**config.mk**
```make
export PLATFORM = sky130hd
export DESIGN_NAME = mult_div_unit
export DESIGN_NICKNAME = d
export VERILOG_FILES = /design/src/rtl/mult_div_unit.sv
export SDC_FILE = /design/constraint.sdc
export NUM_CORES = 1
export LEC_CHECK = 0
export ABC_CLOCK_PERIOD_IN_PS = 5600
export CAP_MARGIN = 0
export CORE_MARGIN = 10
export CORE_UTILIZATION = 40
export CTS_CLUSTER_DIAMETER = 120
export DETAILED_ROUTE_END_ITERATION = 10
export SETUP_SLACK_MARGIN = 0.5
export SYNTH_ARGS = -nofsm -noshare
export SYNTH_HDL_FRONTEND = slang
export SYNTH_SLANG_ARGS = --single-unit
```
**constraint.sdc**
```tcl
create_clock -name clk -period 5.6 [get_ports clk]
set_input_delay 0.84 -clock clk [delete_from_list [all_inputs] [get_ports clk]]
set_output_delay 0.84 -clock clk [all_outputs]
set_load 0.1 [all_outputs]
```
**src/rtl/mult_div_unit.sv**
```systemverilog
// mult_div_unit: 33-cycle radix-2 multiply/divide with HI/LO registers.
// Optional MTHI/MTLO write port enabled by MDU_HILO_WRITE_EN.
module mult_div_unit (
  input  logic        clk,
  input  logic        rst_n,
  input  logic [31:0] rs_out,
  input  logic [31:0] alu_b,
  input  logic        start,
  input  logic [1:0]  op,
`ifdef MDU_HILO_WRITE_EN
  input  logic        hi_we,
  input  logic        lo_we,
  input  logic [31:0] wdata,
`endif
  output logic [31:0] hi,
  output logic [31:0] lo,
  output logic        busy,
  output logic        done
);

  typedef enum logic [1:0] {
    IDLE = 2'd0,
    RUN  = 2'd1,
    FIX  = 2'd2
  } state_t;

  state_t      state_q;
  state_t      state_d;
  logic [4:0]  cnt;
  logic [1:0]  op_q;
  logic [31:0] a_q;
  logic [31:0] b_q;
  logic [31:0] acc_hi;
  logic [31:0] acc_lo;

  logic        is_div;
  logic        sgn;
  logic        sa;
  logic        sb;
  logic [31:0] ma;
  logic [31:0] mb;
  logic [32:0] sum;
  logic [32:0] shl;
  logic [31:0] diff;
  logic        ge;
  logic [31:0] nx_hi;
  logic [31:0] nx_lo;
  logic [63:0] prod;
  logic [63:0] prod_n;
  logic [31:0] res_hi;
  logic [31:0] res_lo;

  function automatic logic [31:0] mag(
    input logic [31:0] v,
    input logic        s
  );
    return (s && v[31]) ? (~v + 32'd1) : v;
  endfunction

  // op[0] low selects the signed flavour, op[1] high selects divide
  assign is_div = op_q[1];
  assign sgn    = ~op_q[0];
  assign sa     = sgn & a_q[31];
  assign sb     = sgn & b_q[31];
  assign ma     = mag(a_q, sgn);
  assign mb     = mag(b_q, sgn);
  assign busy   = (state_q != IDLE);

  // state register
  always_ff @(posedge clk or negedge rst_n) begin
    if (!rst_n) state_q <= IDLE;
    else        state_q <= state_d;
  end

  // next-state: 32 RUN cycles counted by the wrapping 5-bit counter
  always_comb begin
    state_d = state_q;
    unique case (state_q)
      IDLE:    if (start) state_d = RUN;
      RUN:     if (cnt == 5'd31) state_d = FIX;
      FIX:     state_d = IDLE;
      default: state_d = IDLE;
    endcase
  end

  // one radix-2 step: shift-add multiply or restoring divide
  always_comb begin
    sum  = {1'b0, acc_hi} + (acc_lo[0] ? {1'b0, ma} : 33'd0);
    shl  = {acc_hi, acc_lo[31]};
    ge   = (shl >= {1'b0, mb});
    diff = shl[31:0] - mb;
    if (is_div) begin
      nx_hi = ge ? diff : shl[31:0];
      nx_lo = {acc_lo[30:0], ge};
    end else begin
      nx_hi = sum[32:1];
      nx_lo = {sum[0], acc_lo[31:1]};
    end
  end

  // sign fix-up of the unsigned magnitude result
  always_comb begin
    prod   = {acc_hi, acc_lo};
    prod_n = ~prod + 64'd1;
    res_hi = acc_hi;
    res_lo = acc_lo;
    if (!is_div) begin
      {res_hi, res_lo} = (sa ^ sb) ? prod_n : prod;
    end else if (b_q == 32'd0) begin
      res_hi = a_q;
      res_lo = 32'hFFFF_FFFF;
    end else begin
      res_lo = (sa ^ sb) ? (~acc_lo + 32'd1) : acc_lo;
      res_hi = sa ? (~acc_hi + 32'd1) : acc_hi;
    end
  end

  // operand latch, iteration datapath and HI/LO write-back
  always_ff @(posedge clk or negedge rst_n) begin
    if (!rst_n) begin
      cnt    <= 5'd0;
      op_q   <= 2'd0;
      a_q    <= 32'd0;
      b_q    <= 32'd0;
      acc_hi <= 32'd0;
      acc_lo <= 32'd0;
      hi     <= 32'd0;
      lo     <= 32'd0;
      done   <= 1'b0;
    end else begin
      done <= 1'b0;
      unique case (state_q)
        IDLE: begin
          if (start) begin
            a_q    <= rs_out;
            b_q    <= alu_b;
            op_q   <= op;
            cnt    <= 5'd0;
            acc_hi <= 32'd0;
            acc_lo <= op[1] ? mag(rs_out, ~op[0])
                            : mag(alu_b, ~op[0]);
          end
`ifdef MDU_HILO_WRITE_EN
          else begin
            if (hi_we) hi <= wdata;
            if (lo_we) lo <= wdata;
          end
`endif
        end
        RUN: begin
          cnt    <= cnt + 5'd1;
          acc_hi <= nx_hi;
          acc_lo <= nx_lo;
        end
        FIX: begin
          hi   <= res_hi;
          lo   <= res_lo;
          done <= 1'b1;
        end
        default: ;
      endcase
    end
  end

endmodule

```
==> run metrics, run 1 <==
RSZ-0062 raised after global routing true; combinational share of power 67.7%; fin cells 2876; Syn. warnings 0; Synth cell types 87; LEAKAGE 8.105 nW; Setup CP Type register to register; CP max FO 7; sequential share of power 21.8%; pin count of the biggest net entering global routing 123; setup_tns 0 ps; most common cell after layout, fill and taps aside nand2_1; reg-to-reg critical path startpoint b_q[3]$_DFFE_PN0P_; crit path from b_q[3]$_DFFE_PN0P_; Fmax 208.2 MHz; Reg2Reg Setup Slack 800 ps; vias in the first global route 15930; Primary FF master, synth dfrtp_1; die area 52090 µm²; Final ANT Viol Nets 0; Cells after DPL 2831; Post-synth EDFFs 0; gr ovfl total 0; global-route wire length before repair 95930 µm; GRT Total Usage 22.89%; Nets 2420; H-tree Lvls 1; cell area power density 772.4 nW/µm²; Worst setup endpoint acc_hi[27]$_DFFE_PN0P_; Core Area 42980 µm²; DR DRC count 0; ANT cells 0; final instance area 19880 µm²; Detail Placement HPWL 47810 µm; Fin Hold WS 327.7 ps; final hold violations 0; syn_area_per_cell 7.736 µm²; Cells after Synth 2242; drt first-iter violations 1659; Worst Reg-to-Reg Cells 15; final wirelength 62610 µm; NetSw 8.129 mW; vias per cell 5.826; clock transition at the registers of the reported paths 60 ps; clk sink count 202; Pre-Repair DR Iteration Count 8; Clock power frac 10.5%; run status finished, final reports clean; CP endpoint kind register; RR Endpoint acc_hi[27]$_DFFE_PN0P_; die width 228.2 µm; Synth Cell Area 17340 µm²; switching share of power 52.95%; port buffer count 134; clock buffer depth 3; Post-Route Skew 17.80 ps; Die Span Y 228.2 µm; Tcrit/Tclk final 85.78%; data arrival time of the worst path 5250 ps; Final GP Congestion 0.9186; Slew headroom 27.66%; Syn-to-layout area delta 14.60%; sequential area share after synthesis 29.14%; FP Rows 76; clk_lat worst skew 570 ps; ys async rst share 100.0%; internal power 7.223 mW; Slew Viols, Final 0; initial antenna violation count 0; VDD IR max 0.0002818 V; most frequent cells in the layout 308 x nand2_1, 246 x nor2_1, 205 x a21oi_1; Design Power 15.35 mW; final core utilization 46.24%; drt wl/cell 21.77 µm; Worst-Margin Slew 1085 ps; Crit path required time 6050 ps; pre-CTS setup slack 486.0 ps; Yosys reg bits 202; syn nets 2385; layout cells sized above 1 4.889%; io pins 135; dpl cell area 19010 µm²; Setup crit start kind register; initial core utilization 40.35%; vias 16757; CTS buffer count 26; CTS tree yes; Final WS setup 796.0 ps; HP Class primary input to async pin; Setup-failing EPs final 0; Max Cap Violations 0; min Tclk post-route 4804 ps; clock root buffer clkbuf_16
## layer usage
metal / up-vias / track usage, % / wire (µm)
met2: 555 / 35.55 / 27940
li1: 8099 / - / -
met3: 76 / 3.760 / 4144
met1: 8027 / 31.90 / 28850
met5: - / 0 / 0
met4: 0 / 7.082 / 1674
## Yosys cell counts (8+ instances only)
library cell  instances  share of area (%)
dfrtp_1             202                 29
o41ai_1              14               0.71
a21oi_1             205                5.9
mux2i_1              43                2.5
ha_1                 72                5.2
nor3_1               46                1.3
nand4_1              16               0.58
o221ai_1              8               0.40
buf_2                11               0.32
o21a_1                8               0.35
or4_1                14               0.61
nand3_1              26               0.75
a31oi_1              63                2.3
a22oi_1               8               0.35
o21ai_0             145                4.2
or3_1                20               0.72
nor4_1               28                1.0
nor3b_1               8               0.35
a21o_1               22               0.95
xnor2_1             136                6.9
nor2_1              248                5.4
o31ai_1              24                1.0
xor2_1              111                5.6
nand2b_1             20               0.72
nand3b_1              9               0.39
o211ai_1             17               0.74
inv_1                37               0.80
nor2b_1              19               0.69
buf_1                14               0.30
clkbuf_1            123                2.7
and3_1               12               0.43
a211oi_1             75                3.2
nand2_1             309                6.7
## kinds of logic after synthesis
kind of cell | synth area share, %
adders and majority gates | 5.425
xor gates and xnor gates | 12.47
muxes | 2.871
DFF | 29.14
and+or+nand+nor | 21.89
AOI/OAI and AO/OA | 23.81
buffers and inverters | 4.386
## flip-flops by register name (all words and copies together) (netlist names), 2 cells and up
signal,count
cnt,5
hi,32
a_q,32
op_q,2
b_q,32
acc_lo,32
state_q,2
lo,32
acc_hi,32
## critical path, stage by stage, from the launching register on
cell      delay, ps
dfrtp_1         410
or4_1           590
or3_4           430
o41ai_2         260
xor2_1          200
ha_1            310
a41o_1          260
a221o_1         420
or2_0           240
o2111a_1        250
a21o_1          250
a21oi_4         260
buf_4           170
mux2_2          330
a222oi_1        220
nand2_1          80
## worst min-delay path by stage
stage                                   to  slack (ps)  cells past startpoint
global route        acc_hi[25]$_DFFE_PN0P_         390                      1
detailed placement      hi[19]$_DFFE_PN0P_         480                      2
floorplan               cnt[3]$_DFFE_PN0P_         450                      1
CTS                    b_q[19]$_DFFE_PN0P_         370                      1
global placement        hi[11]$_DFFE_PN0P_         460                      2
finish              acc_hi[25]$_DFFE_PN0P_         330                      1
## power by group through the flow
| stage | Combinational (mW) | Clock (mW) | Sequential [mW] |
|---|---|---|---|
| floorplan | 7.81 | 0 | 2.99 |
| global placement | 9.97 | 0 | 3.30 |
| detailed placement | 10.1 | 0 | 3.33 |
| CTS | 10.2 | 1.63 | 3.30 |
| global route | 11.5 | 1.68 | 3.42 |
| finish | 10.4 | 1.61 | 3.35 |
## cell type report
| type | instances | area [µm²] |
|---|---|---|
| clock buffer | 34 | 700.7 |
| clock inverter | 8 | 88.84 |
| fill | 4365 | 23100 |
| inverter | 38 | 142.6 |
| multi-input combinational | 1849 | 11580 |
| sequential | 202 | 5056 |
| tap | 585 | 732.0 |
| timing repair buffer | 160 | 1578 |
## timing repair
item,CTS,global route
cloned,0,1
hold buffers,0,0
pin swaps,0,1
resized for setup,1,8
buffers inserted,0,2
endpoints found under the setup margin,1,16
No activity file was read; power rests on OpenSTA's default activity.
==> run 2: changes to the inputs <==
--- a/config.mk
+++ b/config.mk
@@ -5,11 +5,12 @@
 export SDC_FILE = /design/constraint.sdc
 export NUM_CORES = 1
 export LEC_CHECK = 0
-export ABC_CLOCK_PERIOD_IN_PS = 5600
+export ABC_CLOCK_PERIOD_IN_PS = 5900
 export CAP_MARGIN = 0
 export CORE_MARGIN = 10
 export CORE_UTILIZATION = 40
 export CTS_CLUSTER_DIAMETER = 120
+export CTS_CLUSTER_SIZE = 16
 export DETAILED_ROUTE_END_ITERATION = 10
 export SETUP_SLACK_MARGIN = 0.5
 export SYNTH_ARGS = -nofsm -noshare
==> constraint.sdc (replaced) <==
create_clock -name clk -period 5.9 [get_ports clk]
set_input_delay 0.885 -clock clk [delete_from_list [all_inputs] [get_ports clk]]
set_output_delay 0.885 -clock clk [all_outputs]
set_load 0.1 [all_outputs]
==> run 2 against run 1 <==
Compared with the run above:
- hold slack better by 79 ps
- setup slack improved by 110 ps
- global-route usage down 0.081 points
- register-to-register slack better by 110 ps
- largest power group unchanged
- clock-buffer cell count is 16 lower
- critical endpoint is now acc_hi[21]$_DFFE_PN0P_
- final cell count decreased by 0.70%
- routed wire length shrank 0.63%
==> run metrics, run 2 (same netlist as run 1, synthesis figures left out) <==
register area 5056 µm²; setup_tns 0 ps; initial core utilization 40.35%; CP max FO 52; final instance area 19520 µm²; DR DRC count 0; HP Class primary input to async pin; die area 52090 µm²; RSZ-0062 raised after global routing false; pin count of the biggest net entering global routing 90; Post-CTS Setup Inserts 0; layout cells sized above 1 4.009%; cell area power density 720.7 nW/µm²; Slew headroom 26.74%; dpl cell area 19020 µm²; Syn-to-layout area delta 12.52%; Fmax 200.4 MHz; Setup-failing EPs final 0; clock transition at the registers of the reported paths 80 ps; min Tclk post-route 4990 ps; drt first-iter violations 1749; port buffer count 134; Die Span Y 228.2 µm; clk sink count 202; clock root buffer clkbuf_16; Setup crit start kind register; CP max-delay cell or4_1; Pre-Repair DR Iteration Count 5; H-tree Lvls 1; final hold violations 0; Post-Route Skew 24.54 ps; Setup CP Type register to register; Slew Viols, Final 0; die width 228.2 µm; Worst-Margin Slew 1098 ps; CP Depth 18; most frequent cells in the layout 308 x nand2_1, 247 x nor2_1, 205 x a21oi_1; data arrival time of the worst path 5390 ps; Core Area 42980 µm²; FP Rows 76; GRT Total Usage 22.81%; Nets 2410; Detail Placement HPWL 47660 µm; io pins 135; # resized after CTS 0; most used cell, CP o21ai_0; Post-CTS Hold Buffers 0; Crit path required time 6300 ps; Final GP Congestion 0.9578; Worst Reg-to-Reg Cells 18; initial antenna violation count 1; CP top delay family simple AND/OR/NAND/NOR gates; CTS buffer count 17; final wirelength 62220 µm; FILL cells 4374; global-route wire length before repair 95540 µm; most common cell after layout, fill and taps aside nand2_1; LEAKAGE 7.940 nW; Final ANT Viol Nets 0; VDD IR max 0.0003415 V; critical-path cell list or4_1, or3_1, nor2b_1, and3b_1, inv_1, o21ai_0, xor2_1, ha_1, a21oi_1, nand2_1, a21oi_1, o21ai_0, a21o_1, a21oi_4, buf_12, mux2_2, a22oi_1, o21ai_0; clk_lat worst skew 530 ps; multi-input logic area 11550 µm²; drt wl/cell 21.78 µm; vias per cell 5.897; Worst path max stage delay 580 ps; gr ovfl total 0; vias 16841; CP endpoint kind register; run status finished, final reports clean; clock buffer depth 3; Max Cap Violations 0; Tcrit/Tclk final 84.58%; Buf/Inv on CP 2; vias in the first global route 15747; CTS tree yes
run 2: path summary, 6_finish.rpt:
check	end	from	slack (ps)
max in group asynchronous	acc_hi[26]$_DFFE_PN0P_	rst_n	4080
max	acc_hi[21]$_DFFE_PN0P_	b_q[3]$_DFFE_PN0P_	910
max reg2reg	acc_hi[21]$_DFFE_PN0P_	b_q[3]$_DFFE_PN0P_	910
min in group clk	hi[11]$_DFFE_PN0P_	hi[11]$_DFFE_PN0P_	490
min	b_q[11]$_DFFE_PN0P_	rst_n	410
min reg2reg	hi[11]$_DFFE_PN0P_	hi[11]$_DFFE_PN0P_	490
run 2: report_power, final:
part           switching (mW)  leakage [nW]  internal (mW)
clock                   0.564         0.240          0.572
sequential               1.20          2.41           1.92
combinational            5.82          5.29           3.99
run 2: area by class of cell:
class                      instances  share of cell area (%)
antenna                            1                 0.01282
clock buffer                      18                   2.199
clock inverter                     4                  0.3270
inverter                          38                  0.7309
multi-input combinational       1849                   59.18
sequential                       202                   25.91
tap                              585                   3.750
timing repair buffer             159                   7.892
run 2: metrics by stage:
step                      instances  total power [mW]  utilization [%]  hold WS, ps  setup slack [ps]
after floorplan                2242             10.25                -        449.0              1503
after global placement         2833             12.60            44.25        466.3              1073
after detailed placement       2833             12.74            44.25        472.6             950.6
after CTS                      2855             13.93            45.40        467.7             925.3
after global routing           2856             15.23            45.41        479.1             609.4
final                          2856             14.06            45.41        406.3             909.9
run 2: layer usage:
layer / up-vias / GRT usage (%) / share of wire [%]
met5: - / 0 / 0
met4: 0 / 7.082 / 2.8
met3: 71 / 4.579 / 7.9
met2: 609 / 35.25 / 45
met1: 8093 / 31.42 / 44
li1: 8068 / - / -
==> run 3: changes to the inputs <==
--- a/config.mk
+++ b/config.mk
@@ -5,7 +5,7 @@
 export SDC_FILE = /design/constraint.sdc
 export NUM_CORES = 1
 export LEC_CHECK = 0
-export ABC_CLOCK_PERIOD_IN_PS = 5900
+export ABC_CLOCK_PERIOD_IN_PS = 4400
 export CAP_MARGIN = 0
 export CORE_MARGIN = 10
 export CORE_UTILIZATION = 40
==> constraint.sdc (replaced) <==
create_clock -name clk -period 4.4 [get_ports clk]
set_input_delay 0.66 -clock clk [delete_from_list [all_inputs] [get_ports clk]]
set_output_delay 0.66 -clock clk [all_outputs]
set_load 0.1 [all_outputs]
==> run 3 against run 2 <==
Compared with the run above:
- hold slack got worse by 200 ps
- global-route usage rose by 1.1 points
- final area rose by 6.5%
- clock skew rose by 6.3 ps
- setup slack got worse by 950 ps
- register-to-register slack got worse by 950 ps
- sequential cell count did not move
- the run now ends with negative setup slack left
- sequential power rose by 29%
- clock-buffer cell count rose by 1
- combinational power rose by 57%
==> run metrics, run 3 (same netlist as run 1, synthesis figures left out) <==
run status finished, violations left; Core Area 42980 µm²; Post-Route Skew 30.84 ps; setup_tns -162.3 ps; clock transition at the registers of the reported paths 80 ps; violated checks negative setup slack; CTS buffer count 17; Die Span Y 228.2 µm; Final GP Congestion 0.9879; GRT Total Usage 23.87%; Final ANT Viol Nets 0; drt first-iter violations 1875; Crit path required time 4800 ps; vias 17427; io pins 135; drt wl/cell 21.88 µm; final hold violations 0; Setup-failing EPs final 6; initial antenna violation count 1; FP Rows 76; clk sink count 202; LEAKAGE 8.595 nW; global-route wire length before repair 99710 µm; H-tree Lvls 1; Design Power 20.92 mW; vias in the first global route 16673; cell area power density 1006 nW/µm²; fin cells 2974; CP endpoint kind register; Slew Viols, Final 0; final core utilization 48.37%; clock buffer depth 3; CTS tree yes; Nets 2529; Setup crit start kind register; HP Class primary input to async pin; Detail Placement HPWL 50720 µm; DR DRC count 0; min Tclk post-route 4443 ps; vias per cell 5.860; final wirelength 65070 µm; layout cells sized above 1 11.30%; initial core utilization 40.35%; Max Cap Violations 0; gr ovfl total 0; RSZ-0062 raised after global routing true; Pre-Repair DR Iteration Count 6; Worst-Margin Slew 1103 ps; Slew headroom 26.49%; clk_lat worst skew 530 ps; die width 228.2 µm; Tcrit/Tclk final 101.0%; Cells after DPL 2937; most common cell after layout, fill and taps aside nand2_1; Final WS setup -43.20 ps; die area 52090 µm²; clock root buffer clkbuf_16; ANT cells 0; VDD IR max 0.0004123 V; Syn-to-layout area delta 19.87%; Setup CP Type register to register; Fmax 225.1 MHz; data arrival time of the worst path 4850 ps; port buffer count 134; CP max FO 6; Post-CTS Hold Buffers 0; pin count of the biggest net entering global routing 101; most frequent cells in the layout 300 x nand2_1, 239 x nor2_1, 201 x dfrtp_1
-- run 3: final cells by class --
class | count | area (µm²)
Clock buffer | 19 | 442.9
Clock inverter | 3 | 33.78
Fill cell | 4256 | 22190
Inverter | 38 | 142.6
Multi-Input combinational cell | 1849 | 11900
Sequential cell | 202 | 5056
Tap cell | 585 | 732.0
Timing Repair Buffer | 278 | 2485
-- run 3: timing repair --
action	in CTS	in global routing
pin swaps	13	21
cloned	1	0
buffers inserted	7	7
endpoints found under the setup margin	33	33
resized for setup	49	52
-- run 3: through the flow --
step,setup slack [ps],area [µm²],hold slack (ps)
after CTS,-21.64,20560,270.0
after detailed placement,-82.12,19840,478.4
after global placement,-14.22,19840,462.9
after global routing,-211.3,20790,306.2
after floorplan,208.6,17380,364.4
final,-43.20,20790,210.2
-- run 3: final timing paths --
| kind | start | to | depth (start not counted) | slack (ps) |
|---|---|---|---|---|
| min reg2reg | hi[30]$_DFFE_PN0P_ | hi[30]$_DFFE_PN0P_ | 2 | 480 |
| max in group asynchronous | rst_n | hi[0]$_DFFE_PN0P_ | 2 | 3180 |
| max reg2reg | b_q[1]$_DFFE_PN0P_ | acc_hi[28]$_DFFE_PN0P_ | 17 | -40 |
| min | rst_n | acc_hi[26]$_DFFE_PN0P_ | 1 | 210 |
| max | b_q[1]$_DFFE_PN0P_ | acc_hi[28]$_DFFE_PN0P_ | 17 | -40 |
| min in group clk | hi[30]$_DFFE_PN0P_ | hi[30]$_DFFE_PN0P_ | 2 | 480 |
-- run 3: layer usage --
metal / routed length [µm] / GRT usage, %
met1: 29600 / 33.19
met2: 30210 / 39.09
met3: 3751 / 2.085
met4: 1513 / 6.228
met5: 0 / 0
-- run 3: critical path, cell delays in order, from the launching register on --
cell and delay [ps]:
dfrtp_1 400, or4_4 550, or3_4 390, o41ai_4 300
xor2_1 180, ha_1 280, a41o_1 210, a221o_1 380
or2_1 260, o2111a_1 250, a21o_1 200, a21oi_4 170
buf_6 150, buf_4 110, buf_6 100, mux2i_1 180
and3_1 170, a22oi_1 60
-- run 3: report_power, final --
group          internal, mW  leakage [nW]  switching, mW
Clock                 0.727         0.234          0.758
Sequential             2.58          2.41           1.43
Combinational          6.67          5.95           8.76
Total                  9.98          8.60           10.9
